<file path="src/rtl/pcfetch_pkg.sv">
// Shared types and default constants for the pc_fetch_bl instruction-fetch stage.
// The HALT state is only reachable when PCFETCH_HALT_EN is defined.
package pcfetch_pkg;

    typedef enum logic [1:0] {
        IDLE,
        FETCH,
        HALT
    } fetch_state_e;

    localparam logic [31:0] DEF_RESET_PC  = 32'h0000_0000;
    localparam logic [31:0] DEF_ADDR_STEP = 32'd4;
    localparam logic [31:0] DEF_HALT_WORD = 32'hFFFF_FFFF;

    typedef struct packed {
        logic [31:0] pc;
        logic [31:0] inst;
    } fetch_entry_t;

    function automatic logic [31:0] word_align(input logic [31:0] addr);
        return addr & 32'hFFFF_FFFC;
    endfunction

endpackage

</file>
<file path="src/rtl/pc_fetch_bl_if.sv">
// Memory-side, decode-side and control signals of pc_fetch_bl.
// master = fetch stage, slave = surrounding memory/decode/loader.
interface pc_fetch_bl_if;

    logic        PCstart;
    logic        VALIDout;
    logic [31:0] RDdata;
    logic [31:0] RDaddr;
    logic        BRtaken;
    logic [31:0] BRtarget;
    logic        INSTvalid;
    logic        INSTready;
    logic [31:0] INSTout;
    logic [31:0] PCout;
    logic        HALTED;

    modport master (
        input  PCstart, VALIDout, RDdata, BRtaken, BRtarget, INSTready,
        output RDaddr, INSTvalid, INSTout, PCout, HALTED
    );

    modport slave (
        output PCstart, VALIDout, RDdata, BRtaken, BRtarget, INSTready,
        input  RDaddr, INSTvalid, INSTout, PCout, HALTED
    );

endinterface

</file>
<file path="src/rtl/fetch_skid_buf_bl.sv">
// Two-entry FIFO of {pc, inst} entries; head and valid are registered outputs.
module fetch_skid_buf_bl
    import pcfetch_pkg::*;
(
    input  logic         clk,
    input  logic         rst,
    input  logic         push_i,
    input  logic         pop_i,
    input  logic         flush_i,
    input  fetch_entry_t din_i,
    output logic [1:0]   count_o,
    output logic         valid_o,
    output fetch_entry_t head_o
);

    fetch_entry_t e0_q, e0_d;
    fetch_entry_t e1_q, e1_d;
    logic [1:0]   count_q, count_d;
    logic         valid_q, valid_d;
    logic         do_pop;

    always_comb begin
        e0_d    = e0_q;
        e1_d    = e1_q;
        count_d = count_q;
        do_pop  = pop_i && (count_q != 2'd0);
        // Flush wins over push/pop; a same-cycle pop is simply absorbed by it.
        if (flush_i) begin
            count_d = '0;
        end else begin
            case ({push_i, do_pop})
                2'b10: begin
                    if (count_q == 2'd0) begin
                        e0_d    = din_i;
                        count_d = 2'd1;
                    end else if (count_q == 2'd1) begin
                        e1_d    = din_i;
                        count_d = 2'd2;
                    end
                end
                2'b01: begin
                    e0_d    = e1_q;
                    count_d = count_q - 2'd1;
                end
                2'b11: begin
                    if (count_q == 2'd2) begin
                        e0_d = e1_q;
                        e1_d = din_i;
                    end else begin
                        e0_d = din_i;
                    end
                end
                default: ;
            endcase
        end
        valid_d = (count_d != 2'd0);
    end

    always_ff @(posedge clk) begin
        if (rst) begin
            e0_q    <= '0;
            e1_q    <= '0;
            count_q <= '0;
            valid_q <= 1'b0;
        end else begin
            e0_q    <= e0_d;
            e1_q    <= e1_d;
            count_q <= count_d;
            valid_q <= valid_d;
        end
    end

    assign count_o = count_q;
    assign valid_o = valid_q;
    assign head_o  = e0_q;

endmodule

</file>
<file path="src/rtl/pc_fetch_bl.sv">
// Instruction-fetch stage: PC sequencing, one-deep request tracking, redirects.
// Optional halt-on-HALT_WORD behaviour is built only with PCFETCH_HALT_EN defined.
module pc_fetch_bl
    import pcfetch_pkg::*;
#(
    parameter logic [31:0] RESET_PC  = DEF_RESET_PC,
    parameter logic [31:0] ADDR_STEP = DEF_ADDR_STEP,
    parameter logic [31:0] HALT_WORD = DEF_HALT_WORD
)(
    input  logic          clk,
    input  logic          RSTcount,
    pc_fetch_bl_if.master bus
);

    fetch_state_e state_q, state_d;
    logic [31:0]  pc_q, pc_d;
    logic         inflight_q, inflight_d;
    logic         halted_q, halted_d;

    logic         push, pop, flush;
    logic         buf_valid;
    logic [1:0]   count;
    logic [2:0]   occ;
    logic         issue_ok;
    logic         halt_hit;
    logic [31:0]  resp_pc;
    fetch_entry_t push_entry;
    fetch_entry_t head;

    always_comb begin
        pop      = buf_valid & bus.INSTready;
        occ      = {1'b0, count} - {2'b00, pop} + {2'b00, inflight_q};
        issue_ok = (occ <= 3'd1);
        // PC already advanced past the outstanding request, so step back to name it.
        resp_pc         = pc_q - ADDR_STEP;
        push_entry.pc   = resp_pc;
        push_entry.inst = bus.RDdata;
`ifdef PCFETCH_HALT_EN
        halt_hit = inflight_q && bus.VALIDout && (bus.RDdata == HALT_WORD);
`else
        halt_hit = 1'b0;
`endif
    end

    always_comb begin
        state_d    = state_q;
        pc_d       = pc_q;
        inflight_d = 1'b0;
        halted_d   = halted_q;
        push       = 1'b0;
        flush      = 1'b0;
        case (state_q)
            IDLE: begin
                if (bus.BRtaken) begin
                    flush = 1'b1;
                    pc_d  = word_align(bus.BRtarget);
                end else if (bus.PCstart) begin
                    state_d = FETCH;
                end
            end
            FETCH: begin
                if (bus.BRtaken) begin
                    flush = 1'b1;
                    pc_d  = word_align(bus.BRtarget);
                end else if (inflight_q && !bus.VALIDout) begin
                    pc_d = resp_pc;
                end else if (halt_hit) begin
                    state_d = HALT;
                end else begin
                    push = inflight_q;
                    if (issue_ok) begin
                        inflight_d = 1'b1;
                        pc_d       = pc_q + ADDR_STEP;
                    end
                end
            end
`ifdef PCFETCH_HALT_EN
            HALT: begin
                halted_d = halted_q | (count == 2'd0);
            end
`endif
            default: state_d = IDLE;
        endcase
    end

    always_ff @(posedge clk) begin
        if (RSTcount) begin
            state_q    <= IDLE;
            pc_q       <= RESET_PC;
            inflight_q <= 1'b0;
            halted_q   <= 1'b0;
        end else begin
            state_q    <= state_d;
            pc_q       <= pc_d;
            inflight_q <= inflight_d;
            halted_q   <= halted_d;
        end
    end

    fetch_skid_buf_bl u_buf (
        .clk     (clk),
        .rst     (RSTcount),
        .push_i  (push),
        .pop_i   (pop),
        .flush_i (flush),
        .din_i   (push_entry),
        .count_o (count),
        .valid_o (buf_valid),
        .head_o  (head)
    );

    assign bus.RDaddr    = pc_q;
    assign bus.INSTvalid = buf_valid;
    assign bus.INSTout   = head.inst;
    assign bus.PCout     = head.pc;
    assign bus.HALTED    = halted_q;

`ifndef PCFETCH_HALT_EN
    logic unused_halt_word;
    assign unused_halt_word = ^HALT_WORD;
`endif

endmodule

</file>
<file path="src/flat_wrapper.sv">
// flat-port wrapper written by rule: the top's interface ports become plain ports
module pc_fetch_bl_flat import pcfetch_pkg::*;
#(
    parameter logic [31:0] RESET_PC  = DEF_RESET_PC,
    parameter logic [31:0] ADDR_STEP = DEF_ADDR_STEP,
    parameter logic [31:0] HALT_WORD = DEF_HALT_WORD
)
  (clk, RSTcount, bus_PCstart, bus_VALIDout, bus_RDdata, bus_BRtaken, bus_BRtarget, bus_INSTready, bus_RDaddr, bus_INSTvalid, bus_INSTout, bus_PCout, bus_HALTED);
  pc_fetch_bl_if bus_i ();
  input  logic clk;
  input  logic RSTcount;
  input wire logic [$bits(bus_i.PCstart)-1:0] bus_PCstart;
  input wire logic [$bits(bus_i.VALIDout)-1:0] bus_VALIDout;
  input wire logic [$bits(bus_i.RDdata)-1:0] bus_RDdata;
  input wire logic [$bits(bus_i.BRtaken)-1:0] bus_BRtaken;
  input wire logic [$bits(bus_i.BRtarget)-1:0] bus_BRtarget;
  input wire logic [$bits(bus_i.INSTready)-1:0] bus_INSTready;
  output wire logic [$bits(bus_i.RDaddr)-1:0] bus_RDaddr;
  output wire logic [$bits(bus_i.INSTvalid)-1:0] bus_INSTvalid;
  output wire logic [$bits(bus_i.INSTout)-1:0] bus_INSTout;
  output wire logic [$bits(bus_i.PCout)-1:0] bus_PCout;
  output wire logic [$bits(bus_i.HALTED)-1:0] bus_HALTED;
  assign bus_i.PCstart = bus_PCstart;
  assign bus_i.VALIDout = bus_VALIDout;
  assign bus_i.RDdata = bus_RDdata;
  assign bus_i.BRtaken = bus_BRtaken;
  assign bus_i.BRtarget = bus_BRtarget;
  assign bus_i.INSTready = bus_INSTready;
  assign bus_RDaddr = bus_i.RDaddr;
  assign bus_INSTvalid = bus_i.INSTvalid;
  assign bus_INSTout = bus_i.INSTout;
  assign bus_PCout = bus_i.PCout;
  assign bus_HALTED = bus_i.HALTED;
  pc_fetch_bl #(.RESET_PC(RESET_PC), .ADDR_STEP(ADDR_STEP), .HALT_WORD(HALT_WORD)) u_core (.clk(clk), .RSTcount(RSTcount), .bus(bus_i));
endmodule
</file>
<file path="config.mk">
export PLATFORM = sky130hd
export DESIGN_NAME = pc_fetch_bl_flat
export DESIGN_NICKNAME = d
export VERILOG_FILES = /design/src/rtl/pcfetch_pkg.sv /design/src/rtl/pc_fetch_bl_if.sv /design/src/rtl/fetch_skid_buf_bl.sv /design/src/rtl/pc_fetch_bl.sv /design/src/flat_wrapper.sv
export SDC_FILE = /design/constraint.sdc
export NUM_CORES = 1
export LEC_CHECK = 0
export BUFFER_PORTS_ARGS = -buffer_cell sky130_fd_sc_hd__buf_2
export CELL_PAD_IN_SITES_DETAIL_PLACEMENT = 1
export CELL_PAD_IN_SITES_GLOBAL_PLACEMENT = 2
export CORE_ASPECT_RATIO = 0.9
export CORE_MARGIN = 1
export CORE_UTILIZATION = 34
export DETAILED_ROUTE_END_ITERATION = 10
export GPL_TIMING_DRIVEN = 0
export PLACE_DENSITY = 0.88
export SYNTH_ARGS = -nofsm -noshare
export SYNTH_HDL_FRONTEND = slang
export SYNTH_SLANG_ARGS = --single-unit
</file>
<file path="constraint.sdc">
create_clock -name clk -period 8.5 [get_ports clk]
set_input_delay 0.425 -clock clk [delete_from_list [all_inputs] [get_ports clk]]
set_output_delay 0.425 -clock clk [all_outputs]
set_load 0.02 [all_outputs]
</file>
After elaboration in Yosys (flattened, before gate mapping) --
Index checks and enable logic that the tools add are counted.
Word-level totals: logic and storage cells 73, flip-flop bits (word level) 166, latch bits 0, bits of input ports 70, output and inout port bits 98, memories 0, bits in read-only memories 0, memory bits (writable) 0
Cells by class: multiplexer cells 25, bitwise logic cells 3, magnitude comparators 1, add/sub/neg operators 5, divide/modulo/power cells 0, eq/ne operators 14, multipliers 0, shift-type cells 0, reductions and logical operators 16
Operator list (count):
- 64-bit 2-to-1 mux | 5
- 64-bit one-hot mux with 3 select lines | 1
- 32-bit 2-to-1 mux | 4
- 64-bit one-hot mux with 2 select lines | 1
- 32-bit one-hot mux with 2 select lines | 1
- 32-bit by 3-bit adder with 32-bit output (second input constant) | 1
- 32-bit by 3-bit subtractor with 32-bit output (second input constant) | 1
- 2-bit inequality test (second input constant) | 7
- 2-bit 2-to-1 mux | 5
- 3-bit AND reduction | 3
- 2-bit one-hot mux with 2 select lines | 2
- 2-bit nonzero test | 4
- 2-bit by 1-bit equality test with 1-bit output (second input constant) | 3
- 2-bit equality test (second input constant) | 3
- 1-bit 2-to-1 mux | 6
- 5-bit AND reduction | 1
- 2-bit zero test | 2
- 4-bit by 2-bit inequality test with 1-bit output (second input constant) | 1
- 4-bit OR reduction | 1
- 3-bit by 1-bit adder with 3-bit output | 1
- 3-bit by 1-bit <= comparator with 1-bit output (second input constant) | 1
- 3-bit nonzero test | 1
- 2-bit by 1-bit subtractor with 3-bit output | 1
- 1-bit logical AND | 2
- 5 further kinds | 6

Depth between registers and ports, before layout --
Gate-level depths: netlist of the first run.
word-level depth 9, depth in mapped cells 15, mapped depth without buffers 11

Modules after synthesis --
A second synthesis of the first run with hierarchy kept.
Second synthesis, totals: cell total of the unflattened synthesis 1037, area total of the unflattened synthesis 8189.1 sq um
By module, submodules not included:
- fetch_skid_buf_bl | cells each 596, sequential area each 2622.5 sq um, area an instance 5049.8 sq um, times used 1
- pc_fetch_bl | cells each 441, sequential area each 640.6 sq um, area an instance 3139.3 sq um, times used 1

Worst setup path before layout of the first run --
No wires, ideal clock.
path kind input to register, start input bus_BRtaken, end register u_core.u_buf.e0_q (netlist bit u_core.u_buf.head_o[30]), path buffers 6, slack 5.628 ns, cell stages on the path 14, data required time 8.422 ns, setup time 0.078 ns, data arrival time 2.794 ns, cell sequence clkbuf_1 nor2b_1 clkbuf_1 clkbuf_1 nand3_1 inv_1 ha_1 nor2b_1 or3_1 clkbuf_1 clkbuf_1 clkbuf_1 a221oi_1 nor3_1
Between the ends: longest elaborated chain between the ends 5, elaborated cells between the ends (all ways) 12, those cells by class eq/ne: 4; mux: 5; bitwise: 1; reduce/logical: 2
RTL lines:
- start, declared | RTL line flat_wrapper.sv:15 | input wire logic [$bits(bus_i.BRtaken)-1:0] bus_BRtaken;
- 1-bit 2-to-1 mux | RTL line pc_fetch_bl.sv:62 | if (bus.BRtaken) begin
- 1-bit 2-to-1 mux | RTL line pc_fetch_bl.sv:52 | case (state_q)
- 2-bit equality test or 2-bit by 1-bit equality test with 1-bit output (tied branches) | RTL line fetch_skid_buf_bl.sv:31 | case ({push_i, do_pop})
- 2-bit inequality test (no source line) or 3-bit nonzero test (tied branches)
- 3-bit AND reduction (no source line)
- end signal, assigned | RTL line fetch_skid_buf_bl.sv:61 | e0_q <= '0;
- end signal, assigned | RTL line fetch_skid_buf_bl.sv:66 | e0_q <= e0_d;
- end, declared | RTL line fetch_skid_buf_bl.sv:16 | fetch_entry_t e0_q, e0_d;
Parallel ways exist; a longest one is shown, timed or not. A chain may end at the register's enable or synchronous reset.

Worst setup path after layout of the first run --
start register u_core.state_q[0], end register u_core.u_buf.e0_q (netlist bit u_core.u_buf.head_o[52])
Between the ends: longest elaborated chain between the ends 5, elaborated cells between the ends (all ways) 13, those cells by class eq/ne: 5; mux: 3; bitwise: 1; reduce/logical: 4
RTL lines:
- start, declared | RTL line pc_fetch_bl.sv:15 | fetch_state_e state_q, state_d;
- start signal, assigned | RTL line pc_fetch_bl.sv:93 | state_q <= state_d;
- 2-bit by 1-bit equality test with 1-bit output or 2-bit zero test (tied branches) | RTL line pc_fetch_bl.sv:52
- 1-bit 2-to-1 mux or 2-bit OR reduction (tied branches)
- 2-bit equality test, or another cell as far along | RTL line fetch_skid_buf_bl.sv:31
- 2-bit inequality test (no source line), or another cell as far along
- 3-bit AND reduction (no source line)
Parallel ways exist; a longest one is shown, timed or not.

==> results of run 1 <==
## sequential cells by signal, indices dropped and copies added, names as in the netlist
signal,cells
u_core.bus.RDaddr,30
u_core.u_buf.valid_o,1
u_core.inflight_q,1
u_core.u_buf.e1_q,62
u_core.u_buf.head_o,63
u_core.u_buf.count_o,2
u_core.state_q,1
## layer usage
metal  part of all wire (%)  GRT usage, %
met5                      0             0
met4                    1.8          8.16
met3                    5.4          4.46
met2                     46          42.5
met1                     47          38.4
## metrics by stage
step	utilization, %	instances	total power [mW]	area, um^2
after CTS	42.7	1491	1.76	9630
after detailed placement	40.1	1459	0.993	9040
final	42.7	1491	1.75	9630
after floorplan	-	1002	0.908	7870
after global placement	40.1	1459	0.991	9040
after global routing	42.7	1491	1.81	9630
## area by class of cell
class,count,area [um^2]
fillers,2807,12900
multi-input cells,733,4230
flip-flops and latches,160,3200
repair buffers,160,801
clock buffers,17,425
plain buffers,96,389
well taps,297,372
clock inverters,15,161
inverters,13,48.8
## path summary, 6_finish.rpt
kind | startpoint | end | cells past startpoint
hold reg to reg | u_core.u_buf.e1_q[11]$_SDFFE_PP0P_ | u_core.u_buf.e1_q[11]$_SDFFE_PP0P_ | 2
setup / recovery | u_core.state_q[0]$_SDFFE_PP0P_ | u_core.u_buf.head_o[52]$_SDFFE_PP0P_ | 14
hold / removal | bus_BRtarget[10] | u_core.bus.RDaddr[10]$_SDFFE_PP0P_ | 3
setup reg to reg | u_core.state_q[0]$_SDFFE_PP0P_ | u_core.u_buf.head_o[52]$_SDFFE_PP0P_ | 14
## critical path, cell delays in order (launching register included)
cell	delay (ns)
sky130_fd_sc_hd__dfxtp_1	0.31
sky130_fd_sc_hd__clkbuf_1	0.47
sky130_fd_sc_hd__nor2b_1	0.20
sky130_fd_sc_hd__clkbuf_1	0.38
sky130_fd_sc_hd__clkbuf_1	0.49
sky130_fd_sc_hd__nand3_1	0.26
sky130_fd_sc_hd__inv_1	0.14
sky130_fd_sc_hd__ha_1	0.23
sky130_fd_sc_hd__nor2b_1	0.25
sky130_fd_sc_hd__or3_1	0.13
sky130_fd_sc_hd__clkbuf_1	0.30
sky130_fd_sc_hd__clkbuf_1	0.43
sky130_fd_sc_hd__clkbuf_1	0.56
sky130_fd_sc_hd__a221oi_1	0.21
sky130_fd_sc_hd__nor2_1	0.14
## report_power, final
part           switching (mW)  internal, mW  leakage, nW  total, mW
Combinational           0.137        0.0626         2.15      0.199
Clock                   0.378         0.394        0.286      0.772
Sequential             0.0178         0.760         1.30      0.778
## kinds of logic after synthesis
| kind of cell | Yosys count | synth area share [%] |
|---|---|---|
| AND/OR/NAND/NOR | 440 | 26.7 |
| other | 1 | 0.0477 |
| AO/OA/AOI/OAI | 232 | 19.7 |
| buffers and inverters | 109 | 5.57 |
| XOR/XNOR | 40 | 4.45 |
| flip-flops | 160 | 40.7 |
| adder cells (fa/ha/maj) | 12 | 2.00 |
| multiplexers | 6 | 0.764 |
## cell usage after synthesis, types with 3 or more instances
cell                        instances
sky130_fd_sc_hd__a2bb2oi_1          4
sky130_fd_sc_hd__or4_1              3
sky130_fd_sc_hd__nor2_1           130
sky130_fd_sc_hd__nor3_1            71
sky130_fd_sc_hd__a221oi_1          54
sky130_fd_sc_hd__clkbuf_1          80
sky130_fd_sc_hd__o21a_1             4
sky130_fd_sc_hd__and4b_1            3
sky130_fd_sc_hd__nor2b_1            8
sky130_fd_sc_hd__buf_1              6
sky130_fd_sc_hd__a21oi_1           78
sky130_fd_sc_hd__nand4_1           12
sky130_fd_sc_hd__nand2b_1           5
sky130_fd_sc_hd__o21ai_0           40
sky130_fd_sc_hd__xor2_1            22
sky130_fd_sc_hd__xnor2_1           18
sky130_fd_sc_hd__nand3_1           18
sky130_fd_sc_hd__a211oi_1          20
sky130_fd_sc_hd__nor3_2             3
sky130_fd_sc_hd__dfxtp_1          160
sky130_fd_sc_hd__mux2i_1            6
sky130_fd_sc_hd__nand2_1          130
sky130_fd_sc_hd__a31oi_1            4
sky130_fd_sc_hd__and2_1             4
sky130_fd_sc_hd__nor4_2             3
sky130_fd_sc_hd__buf_2              5
sky130_fd_sc_hd__ha_1              11
sky130_fd_sc_hd__and3_1             8
sky130_fd_sc_hd__nor4_1            13
sky130_fd_sc_hd__buf_4              4
sky130_fd_sc_hd__or3_1             13
sky130_fd_sc_hd__and4_1             3
sky130_fd_sc_hd__a22oi_1            3
sky130_fd_sc_hd__inv_1             12
==> load_flow_metrics.sql, run 1 <==
INSERT INTO impl_metrics (metric_group, metric, value, unit) VALUES
('run_status', 'outcome', 'completed', ''),
('route', 'remaining_number_of_nets_flagged_by_the_antenna_check_after_routing', '0', ''),
('clocking', 'cts_h_tree_depth', '4', ''),
('worst_setup_path', 'cp-end-kind', 'flop', ''),
('global_route', 'number_of_global_route_vias_before_repair', '8429', ''),
('layout', 'flow.area_growth_from_synthesis', '22.5', '%'),
('sta', 'timing.final.setup_violations', '0', ''),
('synth', 'post_synth_inst_count', '1000', ''),
('route', 'initial_drc_count', '540', ''),
('route', 'route.detailed.wl_per_inst', '21.1', 'um'),
('global_route', 'grt_max_degree', '19', ''),
('synth', 'number_of_flip_flops_and_latches_in_the_synthesized_netlist', '160', ''),
('sta', 'timing.final.ws_setup', '3.91', 'ns'),
('power', 'power.static_leakage', '3.74', 'nW'),
('placed_design', 'io_buffer_count', '160', ''),
('power', 'power.density', '182', 'mW/mm^2'),
('synth', 'synth.yosys.seq_area_share', '40.7', '%'),
('hold_path', 'min_delay_worst_type', 'in -> reg', ''),
('worst_setup_path', 'cp_data_required_time', '8.87', 'ns'),
('synth', 'ys_top_cells_by_area', 'sky130_fd_sc_hd__dfxtp_1 41%, sky130_fd_sc_hd__nand2_1 6.2%, sky130_fd_sc_hd__nor2_1 6.2%', ''),
('route', 'drt-total-wl', '31500', 'um'),
('synth', 'yosys.cell_types.count', '64', ''),
('layout', 'mostFrequentLayoutCells', '165 x sky130_fd_sc_hd__buf_2, 160 x sky130_fd_sc_hd__dfxtp_1, 130 x sky130_fd_sc_hd__nor2_1, 130 x sky130_fd_sc_hd__nand2_1, 80 x sky130_fd_sc_hd__clkbuf_1', ''),
('sta', 'fin_tns_setup', '0', 'ns'),
('layout', 'final_layout_size_suffix_gt1_share', '18.3', '%'),
('sta', 'worst_pin_slew', '0.896', 'ns'),
('sta', 'final.min_clock_period', '4.59', 'ns'),
('worst_setup_path', 'worst_setup_slack_for_register_to_register_paths', '3.91', 'ns'),
('worst_setup_path', 'critPathMaxFanout', '10', ''),
('die', 'boundaryPins', '168', ''),
('clocking', 'tritoncts_clock_tree', 'yes', ''),
('clocking', 'cts_buffers', '17', ''),
('clocking', 'cts_sinks', '160', ''),
('clocking', 'root_buffer', 'sky130_fd_sc_hd__clkbuf_16', ''),
('layout', 'design.final.nets', '1263', ''),
('worst_setup_path', 'arrival', '4.96', 'ns'),
('power', 'ir_drop', '0.112', 'mV'),
('global_route', 'global_route.usage.total', '27.3', '%'),
('sta', 'finalCritPeriodShare', '54.0', '%'),
('global_route', 'grt_pass1_wl', '49200', 'um'),
('synth', 'async_reset_ff_share', '0', '%'),
('synth', 'synth_largest_area_cell', 'sky130_fd_sc_hd__dfxtp_1', ''),
('die', 'fp.dieH', '146', 'um'),
('route', 'dr_total_vias', '8395', ''),
('sta', 'fmax', '0.218', 'GHz'),
('clocking', 'worst_setup_hold_path_clk_slew', '0.08', 'ns'),
('job', 'cap_viol_max_count', '0', ''),
('placed_design', 'detailed_place_hpwl', '23400', 'um'),
('worst_setup_path', 'cp_class', 'reg -> reg', ''),
('clocking', 'cts_post_setup_buffers_inserted', '0', ''),
('synth', 'postSynthAreaPerCell', '7.87', 'um^2'),
('synth', 'synth_top_area_share', '40.7', '%'),
('die', 'area_inside_the_core_boundary', '0.0226', 'mm^2'),
('route', 'vias_per_cell', '5.63', ''),
('die', 'initial_core_util', '34.8', '%'),
('sta', 'smallest_hold_slack', '0.223', 'ns'),
('synth', 'synth_edf_count', '0', ''),
('clocking', 'cts_hold_buffers', '0', ''),
('placed_design', 'pre_cts_setup_slack', '4.08', 'ns'),
('layout', 'layout.cells.most_common', 'sky130_fd_sc_hd__buf_2', ''),
('synth', 'post_synth_instance_area', '0.00787', 'mm^2'),
('synth', 'dominantRegCellSynth', 'sky130_fd_sc_hd__dfxtp_1', ''),
('global_route', 'antenna_found_initial', '0', ''),
('clocking', 'clk-insertion-delay-late', '0.44', 'ns'),
('sta', 'normalized_max_slew_margin', '40.3', '%'),
('sta', 'hold_viol_final', '0', ''),
('global_route', 'gr-total-overflow', '0', ''),
('layout', 'antenna_cells_inserted', '0', ''),
('sta', 'grt_setup_unrepaired', 'no', ''),
('sta', 'final-max-slew-violation-count', '0', ''),
('die', 'die_width', '162', 'um'),
('route', 'drc', '0', ''),
('die', 'design.die.area', '0.0237', 'mm^2'),
('placed_design', 'globalplace.congestion', '0.963', ''),
('clocking', 'clock_path_buffers', '2', ''),
('clocking', 'post_cts.resized_instances', '0', ''),
('synth', 'yosys_warnings', '0', ''),
('die', 'placement_rows', '52', ''),
('sta', 'fin_worst_skew', '0.0170', 'ns'),
('route', 'drtPass1Iterations', '5', ''),
('worst_setup_path', 'start_kind', 'flop', '');
Power figures use the tool's default switching activity.
==> run 2, diff against run 1 <==
--- a/config.mk
+++ b/config.mk
@@ -10,10 +10,10 @@
 export CELL_PAD_IN_SITES_GLOBAL_PLACEMENT = 2
 export CORE_ASPECT_RATIO = 0.9
 export CORE_MARGIN = 1
-export CORE_UTILIZATION = 34
+export CORE_UTILIZATION = 31
 export DETAILED_ROUTE_END_ITERATION = 10
 export GPL_TIMING_DRIVEN = 0
-export PLACE_DENSITY = 0.88
+export PLACE_DENSITY = 0.81
 export SYNTH_ARGS = -nofsm -noshare
 export SYNTH_HDL_FRONTEND = slang
 export SYNTH_SLANG_ARGS = --single-unit
==> constraint.sdc (replaced) <==
create_clock -name clk -period 4.5 [get_ports clk]
set_input_delay 0.225 -clock clk [delete_from_list [all_inputs] [get_ports clk]]
set_output_delay 0.225 -clock clk [all_outputs]
set_load 0.02 [all_outputs]
==> run 2 against run 1 <==
- sequential power increased by 89%
- hold slack worse by 0.19 ns
- total power rose by 94%
- die area increased by 9.5%
- global-route usage decreased by 3.2 points
- setup slack got worse by 3.5 ns
- clock skew down 0.0071 ns
- routed wire length decreased by 1.9%
- critical path type unchanged
- critical endpoint is now u_core.u_buf.head_o[41]$_SDFFE_PP0P_
- clock power up 100%
==> load_flow_metrics.sql, run 2 (synthesis results as in run 1) <==
INSERT INTO impl_metrics (metric_group, metric, value, unit) VALUES
('layout', 'multi_input_comb_area', '0.00423', 'mm^2'),
('global_route', 'global_route.usage.total', '24.0', '%'),
('layout', 'antenna_cells_inserted', '0', ''),
('route', 'drc', '0', ''),
('layout', 'finalInstanceArea', '0.00971', 'mm^2'),
('clocking', 'root_buffer', 'sky130_fd_sc_hd__clkbuf_16', ''),
('worst_setup_path', 'setup.worst_path.end', 'u_core.u_buf.head_o[41]$_SDFFE_PP0P_', ''),
('layout', 'final_layout_size_suffix_gt1_share', '18.5', '%'),
('clocking', 'cts_buffers', '17', ''),
('sta', 'normalized_max_slew_margin', '25.5', '%'),
('power', 'comb_power_share', '11.0', '%'),
('worst_setup_path', 'critical_path.cell_chain', 'clkbuf_1, nor2b_1, clkbuf_1, clkbuf_2, nand3_1, ha_1, nor3_1, clkbuf_1, buf_1, nor2_1, nor3_1', ''),
('worst_setup_path', 'critical_path.reg2reg.endpoint', 'u_core.u_buf.head_o[41]$_SDFFE_PP0P_', ''),
('sta', 'final.min_clock_period', '4.06', 'ns'),
('sta', 'fmax', '0.246', 'GHz'),
('worst_setup_path', 'worst_setup_slack_for_register_to_register_paths', '0.44', 'ns'),
('clocking', 'post_cts.resized_instances', '0', ''),
('die', 'fp.dieH', '153', 'um'),
('die', 'initial_core_util', '32.0', '%'),
('route', 'drt-total-wl', '30900', 'um'),
('placed_design', 'globalplace.congestion', '0.909', ''),
('power', 'p_switching', '988', 'uW'),
('power', 'pwr-share-clk', '45.6', '%'),
('global_route', 'grt_max_degree', '18', ''),
('hold_path', 'min_delay_worst_type', 'in -> reg', ''),
('worst_setup_path', 'critPathMaxFanout', '10', ''),
('worst_setup_path', 'cp-end-kind', 'flop', ''),
('sta', 'final-max-slew-violation-count', '0', ''),
('hold_path', 'hp-start', 'bus_BRtarget[4]', ''),
('die', 'area_inside_the_core_boundary', '0.0246', 'mm^2'),
('power', 'power.switching_fraction', '29.1', '%'),
('run_status', 'outcome', 'completed', ''),
('worst_setup_path', 'worst_path_most_repeated_cell', 'sky130_fd_sc_hd__clkbuf_1', ''),
('worst_setup_path', 'cp_data_required_time', '4.85', 'ns'),
('route', 'drtPass1Iterations', '5', ''),
('worst_setup_path', 'arrival', '4.41', 'ns'),
('layout', 'layout.filler_cells', '3097', ''),
('layout', 'flow.area_growth_from_synthesis', '23.5', '%'),
('global_route', 'gr-total-overflow', '0', ''),
('sta', 'finalCritPeriodShare', '90.2', '%'),
('placed_design', 'place_area', '0.00909', 'mm^2'),
('worst_setup_path', 'start_kind', 'flop', ''),
('clocking', 'clk-insertion-delay-late', '0.43', 'ns'),
('die', 'design.die.area', '0.0260', 'mm^2'),
('worst_setup_path', 'critPathSlowestCell', 'sky130_fd_sc_hd__nor3_1', ''),
('route', 'initial_drc_count', '563', ''),
('clocking', 'cts_h_tree_depth', '4', ''),
('clocking', 'cts_sinks', '160', ''),
('layout', 'mostFrequentLayoutCells', '165 x sky130_fd_sc_hd__buf_2, 160 x sky130_fd_sc_hd__dfxtp_1, 130 x sky130_fd_sc_hd__nor2_1, 130 x sky130_fd_sc_hd__nand2_1', ''),
('layout', 'layout.cells.most_common', 'sky130_fd_sc_hd__buf_2', ''),
('power', 'power.internal', '2.40', 'mW'),
('sta', 'fin_tns_setup', '0', 'ns'),
('route', 'dr_total_vias', '8249', ''),
('layout', 'ff_latch_area', '0.00320', 'mm^2'),
('layout', 'flip_flop_count_of_the_largest_register_all_copies_and_words_added', '63', ''),
('die', 'boundaryPins', '168', ''),
('worst_setup_path', 'cp_startpoint', 'u_core.state_q[0]$_SDFFE_PP0P_', ''),
('power', 'power.static_leakage', '3.75', 'nW'),
('worst_setup_path', 'critical_path.reg2reg.startpoint', 'u_core.state_q[0]$_SDFFE_PP0P_', ''),
('global_route', 'antenna_found_initial', '0', ''),
('clocking', 'cts_hold_buffers', '0', ''),
('power', 'share_seq_of_total_power', '43.3', '%'),
('placed_design', 'detailed_place_hpwl', '22900', 'um'),
('placed_design', 'io_buffer_count', '160', ''),
('sta', 'hold_viol_final', '0', ''),
('worst_setup_path', 'slowest_delay', '0.60', 'ns'),
('clocking', 'clock_path_buffers', '2', ''),
('global_route', 'grt_pass1_wl', '47800', 'um'),
('power', 'power.density', '349', 'mW/mm^2'),
('die', 'die_width', '170', 'um'),
('layout', 'design.final.nets', '1263', ''),
('clocking', 'tritoncts_clock_tree', 'yes', ''),
('route', 'remaining_number_of_nets_flagged_by_the_antenna_check_after_routing', '0', ''),
('sta', 'worst_pin_slew', '1.11', 'ns'),
('worst_setup_path', 'worst_reg_to_reg_path_cell_count', '11', ''),
('global_route', 'number_of_global_route_vias_before_repair', '8264', ''),
('route', 'vias_per_cell', '5.39', ''),
('sta', 'timing.final.setup_violations', '0', ''),
('power', 'ir_drop', '0.237', 'mV'),
('route', 'route.detailed.wl_per_inst', '20.2', 'um'),
('die', 'placement_rows', '54', ''),
('sta', 'grt_setup_unrepaired', 'no', ''),
('worst_setup_path', 'cp_class', 'reg -> reg', ''),
('clocking', 'cts_post_setup_buffers_inserted', '0', ''),
('clocking', 'worst_setup_hold_path_clk_slew', '0.07', 'ns'),
('sta', 'fin_worst_skew', '0.00989', 'ns'),
('job', 'cap_viol_max_count', '0', '');
run 2: worst min path at each step:
stage                                              end  slack (ns)  cells after the start
finish               u_core.bus.RDaddr[4]$_SDFFE_PP0P_        0.04                      3
global route         u_core.bus.RDaddr[2]$_SDFFE_PP0P_        0.03                      3
CTS                     u_core.state_q[0]$_SDFFE_PP0P_        0.03                      3
detailed placement  u_core.u_buf.e1_q[25]$_SDFFE_PP0P_        0.45                      2
global placement    u_core.u_buf.e1_q[28]$_SDFFE_PP0P_        0.44                      2
floorplan            u_core.u_buf.e1_q[0]$_SDFFE_PP0P_        0.36                      2
run 2: worst max-delay path, delay by kind of cell, from the launching register on:
family	cells	cell delay [ns]
buffers and inverters	5	2.16
AND/OR/NAND/NOR	5	1.25
adder cells (fa/ha/maj)	1	0.25
flip-flops	1	0.31
run 2: cell type report:
| cell class | count | area share (%) |
|---|---|---|
| inverters | 13 | 0.502 |
| plain buffers | 96 | 4.03 |
| repair buffers | 160 | 8.24 |
| clock inverters | 15 | 1.97 |
| flip-flops and latches | 160 | 33.0 |
| clock buffers | 17 | 4.38 |
| multi-input cells | 733 | 43.6 |
| well taps | 336 | 4.33 |
run 2: metrics by stage:
| stage | total power [mW] | worst slack (ns) | util (%) | hold slack, ns | cells |
|---|---|---|---|---|---|
| 6_report | 3.39 | 0.442 | 39.5 | 0.0359 | 1530 |
| 5_1_grt | 3.51 | 0.0298 | 39.5 | 0.0282 | 1530 |
| 4_1_cts | 3.42 | 0.0970 | 39.5 | 0.0250 | 1530 |
| 3_5_place_dp | 1.87 | 0.132 | 37.0 | 0.447 | 1498 |
| 3_3_place_gp | 1.87 | 0.163 | 37.0 | 0.442 | 1498 |
| 2_1_floorplan | 1.72 | 1.68 | - | 0.361 | 1002 |
run 2: power groups by stage:
| stage | registers, mW | logic (mW) | clock network (mW) |
|---|---|---|---|
| after CTS | 1.47 | 0.374 | 1.58 |
| after detailed placement | 1.50 | 0.371 | 0 |
| after floorplan | 1.51 | 0.202 | 0 |
| after global placement | 1.50 | 0.369 | 0 |
| after global routing | 1.47 | 0.404 | 1.63 |
| final | 1.47 | 0.375 | 1.55 |
run 2: per-layer routing:
layer | track usage, % | vias to the layer above | share of wire [%] | routed length, um
met1 | 34.1 | 4094 | 49 | 15000
li1 | - | 3925 | - | -
met4 | 6.05 | 0 | 1.5 | 456
met2 | 37.8 | 206 | 45 | 14000
met3 | 3.73 | 24 | 4.4 | 1350
met5 | 0 | - | 0 | 0
